[src/rtl/rv_div_pkg.sv]
// Shared definitions for the RV32M multi-cycle divider: widths, op and state
// encodings, special-case constants and the two's-complement helper.
package rv_div_pkg;

  localparam int unsigned XLEN = 32;

  typedef enum logic [1:0] {
    OP_DIV  = 2'b00,
    OP_DIVU = 2'b01,
    OP_REM  = 2'b10,
    OP_REMU = 2'b11
  } op_e;

  typedef enum logic [2:0] {
    IDLE = 3'd0,
    PREP = 3'd1,
    CALC = 3'd2,
    FIX  = 3'd3,
    DONE = 3'd4
  } state_e;

  localparam logic [XLEN-1:0] DIV0_Q  = 32'hFFFF_FFFF;
  localparam logic [XLEN-1:0] INT_MIN = 32'h8000_0000;

  function automatic logic [XLEN-1:0] neg2(input logic [XLEN-1:0] x);
    return ~x + XLEN'(1);
  endfunction

endpackage

[src/rtl/rv_div_unit_adder.sv]
// Shared 32-bit add/sub adder: s = x + y (sub=0) or x - y (sub=1);
// cout is the carry out, i.e. 1 means no borrow on a subtraction.
module rv_div_unit_adder
  import rv_div_pkg::*;
(
  input  logic            sub,
  input  logic [XLEN-1:0] x,
  input  logic [XLEN-1:0] y,
  output logic            cout,
  output logic [XLEN-1:0] s
);

  logic [XLEN:0] sum;

  always_comb begin
    sum = {1'b0, x} + {1'b0, (sub ? ~y : y)} + {{XLEN{1'b0}}, sub};
    cout = sum[XLEN];
    s    = sum[XLEN-1:0];
  end

endmodule

[src/rtl/rv_div_unit.sv]
// RV32M divider (DIV/DIVU/REM/REMU): restoring division, one trial subtraction
// per cycle through the shared adder; result returned with a one-cycle valid pulse.
module rv_div_unit
  import rv_div_pkg::*;
(
  input  logic            clk,
  input  logic            rst,
  input  logic            start_i,
  input  logic [1:0]      op_i,
  input  logic [XLEN-1:0] dividend_i,
  input  logic [XLEN-1:0] divisor_i,
  input  logic            flush_i,
  output logic            ready_o,
  output logic            busy_o,
  output logic            valid_o,
  output logic [XLEN-1:0] result_o
);

  state_e          state;
  op_e             op_q;
  logic [XLEN-1:0] a_q, b_q, babs, rem, quo, result_q;
  logic [4:0]      cnt;
  logic            neg_q, neg_r, valid_q;

  logic            sgn, is_rem, sa, sb, msb, cout, ok;
  logic [XLEN-1:0] aabs, babs_n, rs, diff;

  always_comb begin
    sgn    = (op_q == OP_DIV) || (op_q == OP_REM);
    is_rem = (op_q == OP_REM) || (op_q == OP_REMU);
    sa     = sgn & a_q[XLEN-1];
    sb     = sgn & b_q[XLEN-1];
    aabs   = sa ? neg2(a_q) : a_q;
    babs_n = sb ? neg2(b_q) : b_q;
    // R's msb shifted out means the partial remainder is >= 2^32 > |b|
    msb    = rem[XLEN-1];
    rs     = {rem[XLEN-2:0], quo[XLEN-1]};
    ok     = msb | cout;
  end

  rv_div_unit_adder u_adder (
    .sub  (1'b1),
    .x    (rs),
    .y    (babs),
    .cout (cout),
    .s    (diff)
  );

  always_ff @(posedge clk or posedge rst) begin
    if (rst) begin
      state    <= IDLE;
      op_q     <= OP_DIV;
      a_q      <= '0;
      b_q      <= '0;
      babs     <= '0;
      rem      <= '0;
      quo      <= '0;
      result_q <= '0;
      cnt      <= '0;
      neg_q    <= 1'b0;
      neg_r    <= 1'b0;
      valid_q  <= 1'b0;
    end else begin
      valid_q <= 1'b0;
      if (flush_i) begin
        state <= IDLE;
      end else begin
        case (state)
          IDLE: begin
            if (start_i) begin
              op_q  <= op_e'(op_i);
              a_q   <= dividend_i;
              b_q   <= divisor_i;
              state <= PREP;
            end
          end
          PREP: begin
            if (b_q == '0) begin
              result_q <= is_rem ? a_q : DIV0_Q;
              valid_q  <= 1'b1;
              state    <= DONE;
            end else if (sgn && (a_q == INT_MIN) && (b_q == '1)) begin
              result_q <= is_rem ? '0 : INT_MIN;
              valid_q  <= 1'b1;
              state    <= DONE;
            end else begin
              rem   <= '0;
              quo   <= aabs;
              babs  <= babs_n;
              cnt   <= '0;
              neg_q <= sa ^ sb;
              neg_r <= sa;
              state <= CALC;
            end
          end
          CALC: begin
            rem <= ok ? diff : rs;
            quo <= {quo[XLEN-2:0], ok};
            cnt <= cnt + 5'd1;
            if (cnt == 5'd31) state <= FIX;
          end
          FIX: begin
            // Sign fix-up is registered here so result and valid appear together in DONE
            result_q <= is_rem ? (neg_r ? neg2(rem) : rem)
                               : (neg_q ? neg2(quo) : quo);
            valid_q  <= 1'b1;
            state    <= DONE;
          end
          DONE:    state <= IDLE;
          default: state <= IDLE;
        endcase
      end
    end
  end

  always_comb begin
    ready_o  = (state == IDLE);
    busy_o   = ~ready_o;
    valid_o  = valid_q;
    result_o = result_q;
  end

endmodule

[config.mk]
export PLATFORM = sky130hd
export DESIGN_NAME = rv_div_unit
export DESIGN_NICKNAME = d
export VERILOG_FILES = /design/src/rtl/rv_div_pkg.sv /design/src/rtl/rv_div_unit_adder.sv /design/src/rtl/rv_div_unit.sv
export SDC_FILE = /design/constraint.sdc
export NUM_CORES = 1
export LEC_CHECK = 0
export BUFFER_PORTS_ARGS = -buffer_cell sky130_fd_sc_hd__buf_2
export CORE_UTILIZATION = 55
export DETAILED_ROUTE_END_ITERATION = 6
export PLACE_DENSITY = 0.74
export RECOVER_POWER = 50
export SLEW_MARGIN = 20
export SYNTH_ARGS = -nofsm -noshare
export SYNTH_HDL_FRONTEND = slang
export SYNTH_SLANG_ARGS = --single-unit
export TNS_END_PERCENT = 10
[constraint.sdc]
create_clock -name clk -period 11.7 [get_ports clk]
set_input_delay 1.755 -clock clk [delete_from_list [all_inputs] [get_ports clk]]
set_output_delay 1.755 -clock clk [all_outputs]
set_load 0.005 [all_outputs]
==> impl_metrics.tcl <==
set metrics [dict create \
    grt_pass1_wl_um 57600 \
    arrival_ps 6350 \
    worstPathRequired_ps 12210 \
    seqPwrFrac 0.316 \
    seq_area_frac_synth 0.394 \
    clk_pin_slew_worst_paths_ps 60 \
    cpMaxStageDelayCell "clkinvlp_2" \
    dpl_cell_area_mm2 0.0137 \
    fin_crit_sh 0.499 \
    worstRegToRegCells 10 \
    drive_above_1_share 0.154 \
    crit_start "rst" \
    cts_max_level 1 \
    p_sw_mw 1.82 \
    post-cts-setup-buffers 0 \
    io_pins 105 \
    synth_nets 1538 \
    hold_viol 0 \
    gp_congestion 0.920 \
    stdcell_count 1818 \
    power_per_cell_area_mw_per_mm2 283 \
    drc_errors 0 \
    ys_ff_latch 205 \
    synth_flop_cell "dfrtp_1" \
    grt_usage 0.301 \
    whs_endpoint "result_o[0]" \
    r2r_end "quo[1]" \
    setup_viol 0 \
    maxCapViolCount 2 \
    grt_overflow 0 \
    hold_depth 2 \
    combPwrFrac 0.494 \
    fmax_mhz 171 \
    first_global_vias 10590 \
    skew_ps 27.3 \
    yosys_warnings 0 \
    fin_util 0.632 \
    die_w_um 156 \
    start_kind "input port" \
    rows 55 \
    rsz0062_at_grt "no" \
    clock-root-buffer "clkbuf_16" \
    path_buf_inv 3 \
    dp.cells 1774 \
    finalMaxSlewViolations 200 \
    reg2reg_slack_ps 7500 \
    io_buffers 104 \
    final_area_mm2 0.0145 \
    wl_um 36100 \
    ys_types 74 \
    ir_drop_v 0.000160 \
    failed_checks "capacitance limit, slew limit" \
    areaGrowthSynthToFinish_pct 11.0 \
    wl_per_cell_um 19.8 \
    n_antenna_cell 0 \
    worst_setup_path_end_kind "asynchronous set/reset pin" \
    ys_async_sr_fraction 1.00 \
    cp_max_fo 132 \
    viasPerCell 6.23 \
    post-place-ws_ps 7330 \
    path_delay_family "buffers and inverters" \
    die_height_um 156 \
    first_pass_iters 6 \
    timing.rr.start "a_q[8]" \
    slowest_delay_ps 3250 \
    clkPwrFrac 0.190 \
    grt_max_degree 133 \
    status "finished with violations" \
    cts_hold_buf 0 \
    antenna_left 0 \
    leakage_nw 6.28 \
    dieArea_mm2 0.0243 \
    vias 11327 \
    hp-start "result_o[0]" \
    synth-edff-count 0 \
    p_int_mw 2.27 \
    drt_iter0_drc 1224 \
    synth_cells 1428 \
    path_cells "buf_2 -> clkinvlp_2 -> buf_4" \
    floorplan.initialDensity 0.569 \
    nets 1597 \
    hold_class "register to register" \
    min_period_ps 5840 \
    antenna_found_initial 1 \
    synth.avg_cell_area_um2 9.13 \
    cts-resized-gates 0 \
    netSwitchingFraction 0.445 \
    whs_ps 470 \
    path_class "input port to asynchronous set/reset pin" \
    clock_latency_ps 540 \
    setup_slack_ps 5860 \
    ctsLongestPathBuffers 3 \
    core_area_mm2 0.0229 \
    syn_area_mm2 0.0130 \
    cts_tree "yes" \
    fin_tns_setup_ps 0 \
    slew_headroom -2.93 \
    max_slew.worst_pin.slew_ps 5870 \
    total_power_mw 4.09 \
    cts_made_buffers 24 \
    dp_hpwl_um 25300 \
    clock-sinks 205 \
]
-- flip-flops by register name, indices dropped and copies added, names as in the netlist, 3 cells and up --
signal / flops
a_q: 32
cnt: 5
quo: 32
result_o: 32
b_q: 32
state: 3
rem: 32
babs: 32
-- worst min-delay path, cell delays in order (launching register included) --
cell,delay [ps]
dfrtp_1,340
nand2_1,50
o31ai_1,50
-- worst max path at each step --
stage	end	cells after the start	slack, ps
6_report	rem[22]	3	5860
3_5_place_dp	rem[25]	12	7330
3_3_place_gp	rem[26]	12	7560
4_1_cts	quo[0]	12	7270
2_1_floorplan	a_q[0]	1	4350
5_1_grt	rem[15]	3	4890
-- per-layer routing --
| layer | GRT usage | share of wire |
|---|---|---|
| met1 | 0.437 | 0.43 |
| met2 | 0.462 | 0.45 |
| met3 | 0.0542 | 0.096 |
| met4 | 0.0812 | 0.024 |
| met5 | 0 | 0 |
-- area by class of cell --
cell class                 count  area, um2
inverter                      57        215
tap                          313        392
fill                        1928       8440
sequential                   205       5130
multi-input combinational   1087       7350
clock inverter                15        178
clock buffer                  29        649
timing repair buffer         112        559
-- logic make-up after synthesis --
| kind of cell | share of synthesized area |
|---|---|
| adders and majority gates | 0.0390 |
| buffers and inverters | 0.0450 |
| muxes | 0.0716 |
| xor gates and xnor gates | 0.0988 |
| DFF | 0.394 |
| AOI/OAI and AO/OA | 0.208 |
| and+or+nand+nor | 0.145 |
-- synthesized netlist by cell type, drive strengths merged (3+ instances only) --
library cell | n | area [um2]
o31ai | 30 | 225
nand4 | 16 | 106
nor2b | 11 | 68.8
nor2 | 102 | 393
a32oi | 4 | 35.0
o22ai | 9 | 56.3
mux2 | 66 | 743
or3 | 14 | 87.6
nor4 | 14 | 103
xor2 | 65 | 569
a221oi | 3 | 26.3
and2 | 3 | 18.8
and3 | 7 | 43.8
o2bb2ai | 3 | 26.3
a211oi | 3 | 27.5
nor3 | 9 | 56.3
o21a | 3 | 22.5
ha | 39 | 488
or2 | 3 | 18.8
nand2b | 17 | 106
a21oi | 81 | 405
inv | 56 | 210
a221o | 20 | 200
o21ai | 155 | 776
a22oi | 9 | 67.6
o211ai | 14 | 110
mux2i | 19 | 190
a32o | 3 | 30.0
o41ai | 20 | 205
a21o | 12 | 90.1
or4 | 14 | 113
o221ai | 8 | 70.1
o211a | 3 | 30.0
a31oi | 20 | 125
xnor2 | 82 | 718
nand3 | 29 | 145
buf | 22 | 159
o21bai | 6 | 45.0
dfrtp | 205 | 5130
clkbuf | 57 | 214
nand2 | 148 | 556
-- cells in the final DEF (no fill, tap or decap), types with 39 or more instances in the layout --
cell type  instances
ha_1              39
nor2_1            98
nand2_1          147
xnor2_1           82
buf_2             90
mux2_2            65
xor2_1            65
dfrtp_1          205
inv_1             55
o21ai_0          149
a21oi_1           81
-- power by group through the flow --
| stage | Sequential (mW) | Combinational [mW] | Clock, mW |
|---|---|---|---|
| 3_3_place_gp | 1.28 | 1.93 | 0 |
| 6_report | 1.29 | 2.02 | 0.778 |
| 2_1_floorplan | 1.14 | 1.62 | 0 |
| 3_5_place_dp | 1.29 | 1.97 | 0 |
| 4_1_cts | 1.28 | 1.99 | 0.789 |
| 5_1_grt | 1.32 | 2.24 | 0.816 |
Note: power is estimated with default switching activity, not from simulation.
